## config.mk

```make
export PLATFORM = sky130hd
export DESIGN_NAME = masked_and_chain_pipe
export DESIGN_NICKNAME = d
export VERILOG_FILES = /design/src/rtl/masked_and_chain_pipe.sv
export SDC_FILE = /design/constraint.sdc
export NUM_CORES = 1
export LEC_CHECK = 0
export CAP_MARGIN = 40
export CORE_AREA = 4 4 41 43
export CTS_CLUSTER_DIAMETER = 200
export CTS_CLUSTER_SIZE = 30
export DETAILED_ROUTE_END_ITERATION = 12
export DIE_AREA = 0 0 45 47
export PLACE_DENSITY = 0.84
export SKIP_LAST_GASP = 1
export SYNTH_ARGS = -nofsm -noshare
export SYNTH_HDL_FRONTEND = slang
export SYNTH_SLANG_ARGS = --single-unit
```

## constraint.sdc

```tcl
create_clock -name clk -period 2.1 [get_ports clk]
set_clock_uncertainty 0.15 [all_clocks]
set_input_delay 0.315 -clock clk [delete_from_list [all_inputs] [get_ports clk]]
set_output_delay 0.315 -clock clk [all_outputs]
set_load 0.1 [all_outputs]
```

## src/rtl/masked_and_chain_pipe.sv

```systemverilog
// Pipelined 2-share masked AND of N_IN bits built from DOM-indep stages with valid tracking.
// Optional macro OUT_REFRESH_EN adds a re-randomising output register fed by i_r_ref.
module masked_and_chain_pipe #(
  parameter int N_IN = 3
) (
  input  logic            clk,
  input  logic            rst,
  input  logic            i_valid,
  input  logic [N_IN-1:0] i_x0,
  input  logic [N_IN-1:0] i_x1,
  input  logic [N_IN-2:0] i_r,
`ifdef OUT_REFRESH_EN
  input  logic            i_r_ref,
`endif
  output logic            o_valid,
  output logic            o_out0,
  output logic            o_out1,
  output logic            o_busy
);

  localparam int NS = N_IN - 1;

  if (N_IN < 2 || N_IN > 8) begin : g_bad_param
    $error("masked_and_chain_pipe: N_IN must be in 2..8");
  end

  logic [NS:1] stg_v;
  logic [NS:1] z0, z1;
  logic [NS:1] b0, b1;

  assign b0[1] = i_x0[1];
  assign b1[1] = i_x1[1];

  // Input j travels alongside its token so it meets stage j in the right cycle.
  for (genvar j = 2; j <= NS; j++) begin : g_align
    logic [j-1:1] s0, s1;

    always_ff @(posedge clk) begin
      if (rst) begin
        s0 <= '0;
        s1 <= '0;
      end else begin
        if (i_valid) begin
          s0[1] <= i_x0[j];
          s1[1] <= i_x1[j];
        end
        for (int m = 2; m < j; m++) begin
          if (stg_v[m-1]) begin
            s0[m] <= s0[m-1];
            s1[m] <= s1[m-1];
          end
        end
      end
    end

    assign b0[j] = s0[j-1];
    assign b1[j] = s1[j-1];
  end

  for (genvar k = 1; k <= NS; k++) begin : g_stage
    logic vin, a0, a1;
    logic v, d0, d1, c01, c10;

    if (k == 1) begin : g_first
      assign vin = i_valid;
      assign a0  = i_x0[0];
      assign a1  = i_x1[0];
    end else begin : g_chain
      assign vin = stg_v[k-1];
      assign a0  = z0[k-1];
      assign a1  = z1[k-1];
    end

    // Cross-share terms are refreshed before being registered; share recombination
    // only happens after the registers, so glitches cannot merge both shares.
    always_ff @(posedge clk) begin
      if (rst) begin
        v   <= 1'b0;
        d0  <= 1'b0;
        d1  <= 1'b0;
        c01 <= 1'b0;
        c10 <= 1'b0;
      end else begin
        v <= vin;
        if (vin) begin
          d0  <= a0 & b0[k];
          d1  <= a1 & b1[k];
          c01 <= (a0 & b1[k]) ^ i_r[k-1];
          c10 <= (a1 & b0[k]) ^ i_r[k-1];
        end
      end
    end

    assign stg_v[k] = v;
    assign z0[k]    = d0 ^ c01;
    assign z1[k]    = d1 ^ c10;
  end

  logic q_v, q0, q1;

  always_ff @(posedge clk) begin
    if (rst) begin
      q_v <= 1'b0;
      q0  <= 1'b0;
      q1  <= 1'b0;
    end else begin
      q_v <= stg_v[NS];
      if (stg_v[NS]) begin
        q0 <= z0[NS];
        q1 <= z1[NS];
      end
    end
  end

`ifdef OUT_REFRESH_EN
  logic f_v, f0, f1;

  always_ff @(posedge clk) begin
    if (rst) begin
      f_v <= 1'b0;
      f0  <= 1'b0;
      f1  <= 1'b0;
    end else begin
      f_v <= q_v;
      if (q_v) begin
        f0 <= q0 ^ i_r_ref;
        f1 <= q1 ^ i_r_ref;
      end
    end
  end

  assign o_valid = f_v;
  assign o_out0  = f0;
  assign o_out1  = f1;
  assign o_busy  = (|stg_v) | q_v | f_v;
`else
  assign o_valid = q_v;
  assign o_out0  = q0;
  assign o_out1  = q1;
  assign o_busy  = (|stg_v) | q_v;
`endif

endmodule

```

# ---- Word-level counts from Yosys, hierarchy flattened
# Index checks and enable logic that the tools add are counted.
dict set report word_totals {
  register_bits 15
  latch_bits 0
  mem_bits_rw 0
  romBits 0
  wordCells 33
  n_memories 0
}
dict set report op_classes {
  n_addsub 0
  multipliers 0
  div 0
  n_lt_le_gt_ge 0
  n_eq_ne 0
  n_shift 0
  mux 0
  n_bitwise 17
  n_reduce_logical 1
}
# operator count
set ops {}
lappend ops {{AND 1 bit} 8}
lappend ops {{XOR 1 bit} 8}
lappend ops {{OR reduction 2 bit} 1}
lappend ops {{bitwise OR 1 bit} 1}

# ---- Logic depth before layout (Yosys ltp)
# Gate-level depths: netlist of the first run.
dict set report logic_depth {
  word_depth 3
  depth_mapped 3
  mapped_depth_nobuf 3
}

# ---- Least setup slack after synthesis of the first run
# No wires, ideal clock.
dict set report synth_path {
  path_kind {reg2out}
  start {register q_v (netlist: o_valid)}
  end {output port o_busy}
  arrival_ns 1.732
  required_time_ns 1.635
  setup_slack_ns -0.097
  stages_incl_launch_ff 2
  n_path_buf 0
  cell_sequence {dfxtp_1 -> or3_1}
}
dict set report synth_between {
  elab_chain_cells 1
}
# item line_no
set synth_rtl {}
lappend synth_rtl {{start, declared} 99} ;# logic q_v, q0, q1;
lappend synth_rtl {{start signal, assigned} 107} ;# q_v <= stg_v[NS];
lappend synth_rtl {{bitwise OR 1 bit} 140} ;# assign o_busy = (|stg_v) | q_v;
lappend synth_rtl {{end, declared} 18} ;# output logic o_busy
# Every way passes these cells.

# ---- Worst setup path after layout of the first run
dict set report layout_path {
  start {register g_stage[1].v}
  end {output port o_busy}
}
dict set report layout_between {
  elab_chain_cells 2
}
# item line_no
set layout_rtl {}
lappend layout_rtl {{start, declared} 62} ;# logic v, d0, d1, c01, c10;
lappend layout_rtl {{start signal, assigned} 84} ;# v <= vin;
lappend layout_rtl {{OR reduction 2 bit} 140}
lappend layout_rtl {{bitwise OR 1 bit} 140}
# Every way passes these cells.

==> summary.txt, run 1 <==
Outcome
  – Outcome: finished, final reports clean

Placement
  – Detailed Place HPWL: about 750 um
  – Place WS: between 0.5 and 0.6 ns
  – Placed inst area: 746 um2
  – Placer Congestion: 0.695
  – I/O Buffers: 14

Routing
  – WL/cell: 10.9 um
  – Final wirelength: a little over 1 mm
  – Routed Antenna Nets: 0
  – DRT Pass-1 Iters: 4
  – Drt drc: 0
  – Routed vias/inst: between 4 and 5
  – Number of DRC markers after the initial detailed-route iteration: 4
  – Via count: 459

Final layout
  – Share of cells above drive strength 1: 11.7%
  – Finished layout cell area: 773 um2
  – Layout Area Growth over Synthesis: 29.8%
  – Nets: 89
  – Antenna fix cells: 0

CTS
  – CTS buffer count: 3
  – Hold buffer count at cts: 0
  – PostCTS Resize Cnt: 0
  – CTS tree: done
  – Clock buffer depth: 2
  – Clock Latency Late Sink: between 0.2 and 0.3 ns
  – H-tree depth: 1
  – Clock root buffer: clkbuf_4
  – Clock transition at path regs: 0.09 ns
  – Post-CTS Repair Setup Buffers: 0
  – Clock sink count: 15

Synth
  – Area leader, netlist: dfxtp_1
  – Asr flop ratio synth: 0%
  – Post-synthesis cell area: 596 um2
  – Ranking of synthesized cells by area: dfxtp_1, xor2_1, a211oi_1
  – Share of the synthesized area in the top cell type: about half
  – Post-synth EDFFs: 0
  – Avg Inst Size Synth: 9.61 um2
  – Post-synth top flop: dfxtp_1
  – Syn nets: 73
  – Most numerous cell in the Yosys netlist: dfxtp_1
  – Yosys cell types: 17
  – Mapped Cells: between 60 and 70
  – Seq/Total Area, Yosys: 50.4%
  – FF+latch count, synth: 15
  – Yosys warnings: 0
  – Most frequent cells after synthesis: dfxtp_1, nor2_1

Timing
  – Max-slew violations: 0
  – Slew margin rel.: 64.7%
  – RSZ-0062 raised after global routing: no
  – Setup tns final: 0 ns
  – Slew at the pin closest to its max-slew limit: 0.528 ns
  – Minimum clock period: 1.85 ns
  – Final Hold Vio Count: 0
  – Hold_ws: around 0.33 ns
  – Final worst slack: between 0.2 and 0.3 ns
  – Final setup vio count: 0
  – Fmax: 0.541 GHz
  – Final period utilization: 87.9%

Floorplan
  – Die ar.: 2120 um2
  – I/O Pins: 15
  – Die width: between 40 and 50 um
  – Core area: 1300 um2
  – Initial Util: 45.8%
  – DIE HEIGHT: around 47 um
  – # rows: 13

Power
  – VDD IR max: 0.532 mV
  – Pwr dens: 745 nW/um2
  – Leakage Power: 0.000304 uW

Setup path
  – Crit path max fanout: 10
  – Worst path arrival time: roughly 1.4 ns
  – Worst path required time: 1.63 ns
  – Critical path startpoint category: register
  – Worst r2r path cells: 3
  – Crit Path Category: reg -> out
  – Worst Setup End Kind: output pin
  – Reg2reg setup slack: 0.92 ns

Min path
  – Worst hold stages: 2
  – Min-delay worst type: reg -> reg

GRT
  – Total track usage: 9.87%
  – Vias in the first global route: 366
  – Number of antenna violations at the first check in global routing: 0
  – First-pass GRT wire length: 1.44 mm
  – GRT Residual Overflow: 0
  – Largest net degree at the start of global routing: 16

Flow run
  – Max-capacitance violation count: 0
-- layer usage --
layer,up-vias,GRT usage (%),wire length [um]
li1,246,-,-
met1,194,9.07,409
met2,16,17.5,478
met3,3,6.51,104
met4,0,3.51,13
met5,-,0,0
-- cells in the final DEF (no fill, tap or decap) --
cell	synthesis	routed
nand2b_1	4	4
clkbuf_4	0	3
clkdlybuf4s50_1	0	10
dfxtp_1	15	15
nand2_1	2	2
a311oi_1	2	2
nand3_1	4	4
clkinv_2	0	1
mux2i_1	2	2
xor2_1	4	4
xnor2_1	2	2
nand3b_1	2	2
a21oi_1	4	4
or3_2	0	1
a211oi_1	4	4
nor2b_1	3	3
buf_4	0	3
nor2_1	8	8
buf_12	0	1
a21bo_1	2	2
-- cell families (layout without fill, tap and decap cells) --
family	after synthesis	after routing	share of synthesized area (%)
xor+xnor	6	6	8.82
flops	15	15	50.4
simple gates	24	24	20.6
compound gates	12	12	14.7
mux	2	2	3.36
buf+inv	3	18	2.10
-- metrics by stage --
stage	util [%]	power [uW]	std cells
2_1_floorplan	-	382	62
3_3_place_gp	57.3	419	88
3_5_place_dp	57.3	421	88
4_1_cts	59.4	585	92
5_1_grt	59.4	599	92
6_report	59.4	576	92
-- area by class of cell --
cell class                      count  area (um2)
Fill cell                         121         528
Sequential cell                    15         300
Multi-Input combinational cell     44         284
Timing Repair Buffer               14         143
Clock buffer                        3        22.5
Tap cell                           15        18.8
Clock inverter                      1        5.00
-- registers in the layout, summed over array words and instances (netlist names) --
register and flops:
o_valid 1, g_stage.c01 2, g_align.s0 1, o_out1 1
g_stage.c10 2, g_stage.v 2, g_stage.d0 2, g_stage.d1 2
g_align.s1 1, o_out0 1
-- critical path, cell delays in order, from the launching register on --
cell     delay [ns]
dfxtp_1        0.39
or3_2          0.51
buf_12         0.19
-- final timing paths --
check	endpoint	startpoint
max	o_busy	g_stage[1].v$_SDFF_PP0_
min	g_stage[1].d1$_SDFFE_PP0P_	g_stage[1].d1$_SDFFE_PP0P_
max reg2reg	g_stage[2].c10$_SDFFE_PP0P_	g_stage[1].c10$_SDFFE_PP0P_
min reg2reg	g_stage[1].d1$_SDFFE_PP0P_	g_stage[1].d1$_SDFFE_PP0P_
-- power by group --
| part | switching (uW) | leakage (uW) | internal (uW) |
|---|---|---|---|
| logic | 56.7 | 0.000163 | 46.1 |
| registers | 11.6 | 0.000123 | 299 |
| clock network | 92.4 | 0.0000177 | 70.8 |
Power figures use the tool's default switching activity.
==> run 2, diff against run 1 <==
--- a/config.mk
+++ b/config.mk
@@ -8,10 +8,10 @@
 export CAP_MARGIN = 40
 export CORE_AREA = 4 4 41 43
 export CTS_CLUSTER_DIAMETER = 200
-export CTS_CLUSTER_SIZE = 30
+export CTS_CLUSTER_SIZE = 25
 export DETAILED_ROUTE_END_ITERATION = 12
 export DIE_AREA = 0 0 45 47
-export PLACE_DENSITY = 0.84
+export PLACE_DENSITY = 0.74
 export SKIP_LAST_GASP = 1
 export SYNTH_ARGS = -nofsm -noshare
 export SYNTH_HDL_FRONTEND = slang
==> summary.txt, run 2 (synthesized netlist as in run 1, its figures left out) <==
Outcome
  – Outcome: finished, final reports clean

Routing
  – WL/cell: 10.7 um (-2.5%)
  – WL met2: 455 um (-4.8%)
  – Number of DRC markers after the initial detailed-route iteration: 2 (-2)
  – Highest metal used: met3
  – Drt drc: 0 (unchanged)
  – Routed vias/inst: 4.87 (-2.4%)
  – Routed Antenna Nets: 0 (unchanged)
  – Met1 wire length: 464 um (+13%)
  – Met3 wire len: 61 um (-41%)
  – Via count: 448 (-2.4%)
  – Final wirelength: 981 um (-2.5%)
  – DRT Pass-1 Iters: 2 (-2)

Power
  – Leakage Power: 0.000304 uW (unchanged)
  – Net Switching: 157 uW (-2.6%)
  – Flop pwr share: 54.3% (+0.5 points)
  – Part of the power in the clock network: 27.7% (-0.6 points)
  – Int Pwr: 415 uW (about the same)
  – Combinational power share: 18.1% (+0.2 points)
  – Pwr dens: 739 nW/um2 (-0.79%)
  – Sw Ratio: 27.4% (-0.51 points)
  – VDD IR max: 0.389 mV (-27%)

Flow run
  – Max-capacitance violation count: 0 (unchanged)

Placement
  – I/O Buffers: 14 (unchanged)
  – Placed inst area: 746 um2 (unchanged)
  – Placed Instances: 88 (unchanged)
  – Detailed Place HPWL: 755 um (+0.99%)
  – Placer Congestion: 0.680 (-2.2%)

CTS
  – CTS buffer count: 3 (unchanged)
  – CTS tree: done
  – Post-CTS Repair Setup Buffers: 0 (unchanged)
  – Clock transition at path regs: 0.09 ns (about the same)
  – Clock Latency Late Sink: 0.27 ns (-0.02 ns)
  – H-tree depth: 1 (unchanged)
  – Clock buffer depth: 2 (unchanged)
  – Hold buffer count at cts: 0 (unchanged)
  – PostCTS Resize Cnt: 0 (unchanged)
  – Clock root buffer: clkbuf_4
  – Clock sink count: 15 (unchanged)

Timing
  – Slew at the pin closest to its max-slew limit: 0.547 ns (+0.0192 ns)
  – Max-slew violations: 0 (unchanged)
  – Slew margin rel.: 63.4% (-1.3 points)
  – Setup tns final: 0 ns (unchanged)
  – Final setup vio count: 0 (unchanged)
  – RSZ-0062 raised after global routing: no
  – Final Hold Vio Count: 0 (unchanged)
  – Minimum clock period: 1.81 ns (-0.0329 ns)
  – Fmax: 0.551 GHz (+1.8%)
  – Final period utilization: 86.4% (-1.6 points)

Setup path
  – Worst path required time: 1.63 ns (about the same)
  – Slowest cell on crit path: or3_2
  – Critical path startpoint category: register
  – Crit path cell chain: or3_2 -> buf_12
  – Crit path max fanout: 10 (unchanged)
  – Max incr delay on CP: 0.50 ns (about the same)
  – Worst Setup End Kind: output pin
  – Worst path arrival time: 1.35 ns (-0.03 ns)
  – Crit Path Category: reg -> out

GRT
  – First-pass GRT wire length: 1.67 mm (+16%)
  – Total track usage: 10.9% (+1.0 points)
  – Vias in the first global route: 402 (+9.8%)
  – Number of antenna violations at the first check in global routing: 0 (unchanged)
  – GRT Residual Overflow: 0 (unchanged)
  – Largest net degree at the start of global routing: 16 (unchanged)

Min path
  – Min-delay worst type: reg -> reg

Final layout
  – Layout Utilization: 59.4% (unchanged)
  – Most frequent cells in the layout: dfxtp_1, clkdlybuf4s50_1, nor2_1
  – Finished layout cell area: 773 um2 (unchanged)
  – Share of cells above drive strength 1: 11.7% (unchanged)
  – Layout Area Growth over Synthesis: 29.8% (unchanged)
  – Antenna fix cells: 0 (unchanged)
  – Nets: 89 (unchanged)
  – Post-route insts no fill: 92 (unchanged)
  – Most common cell after layout, fill and taps aside: dfxtp_1

Floorplan
  – I/O Pins: 15 (unchanged)
  – Initial Util: 45.8% (unchanged)
  – Die ar.: 2120 um2 (unchanged)
  – DIE HEIGHT: 47 um (unchanged)
  – Die width: 45 um (unchanged)
  – # rows: 13 (unchanged)
  – Core area: 1300 um2 (unchanged)
[run 2: cell counts in the layout (fill, tap and decap cells not counted)]
Identical to the previous run, type by type.
[run 2: power groups by stage]
stage	combinational [uW]	sequential [uW]	clock, uW
final	103	310	158
after detailed placement	104	317	0
after CTS	104	311	167
after global placement	102	317	0
after floorplan	50.9	331	0
after global routing	110	312	182
[run 2: worst max-delay path: cells and delay by family, from the launching register on]
family	cells	cell delay, ns
buf+inv	1	0.18
simple gates	1	0.50
flops	1	0.39
[run 2: metal layers]
layer | vias up | global-route usage (%)
met4 | 0 | 5.26
met5 | - | 0
met1 | 190 | 12.5
met3 | 0 | 3.45
li1 | 244 | -
met2 | 14 | 18.4
[run 2: layout make-up]
| type | count | area [um2] |
|---|---|---|
| Multi-Input combinational cell | 44 | 284 |
| Clock buffer | 3 | 22.5 |
| Sequential cell | 15 | 300 |
| Timing Repair Buffer | 14 | 143 |
| Tap cell | 15 | 18.8 |
| Clock inverter | 1 | 5.00 |
| Fill cell | 140 | 528 |
[run 2: per-stage QoR]
step	hold WS, ns	total power, uW	setup WS, ns
after floorplan	0.237	382	0.131
after global placement	0.322	419	0.541
after detailed placement	0.323	421	0.536
after CTS	0.337	581	0.265
after global routing	0.352	605	0.212
final	0.333	572	0.286
[run 2: path summary, 6_finish.rpt]
check	start	end	slack (ns)	cells after the start
setup reg to reg	g_stage[1].d1$_SDFFE_PP0P_	g_stage[2].c10$_SDFFE_PP0P_	0.90	3
setup / recovery	g_stage[1].v$_SDFF_PP0_	o_busy	0.29	2
hold / removal	g_stage[2].d0$_SDFFE_PP0P_	g_stage[2].d0$_SDFFE_PP0P_	0.33	2
hold reg to reg	g_stage[2].d0$_SDFFE_PP0P_	g_stage[2].d0$_SDFFE_PP0P_	0.33	2
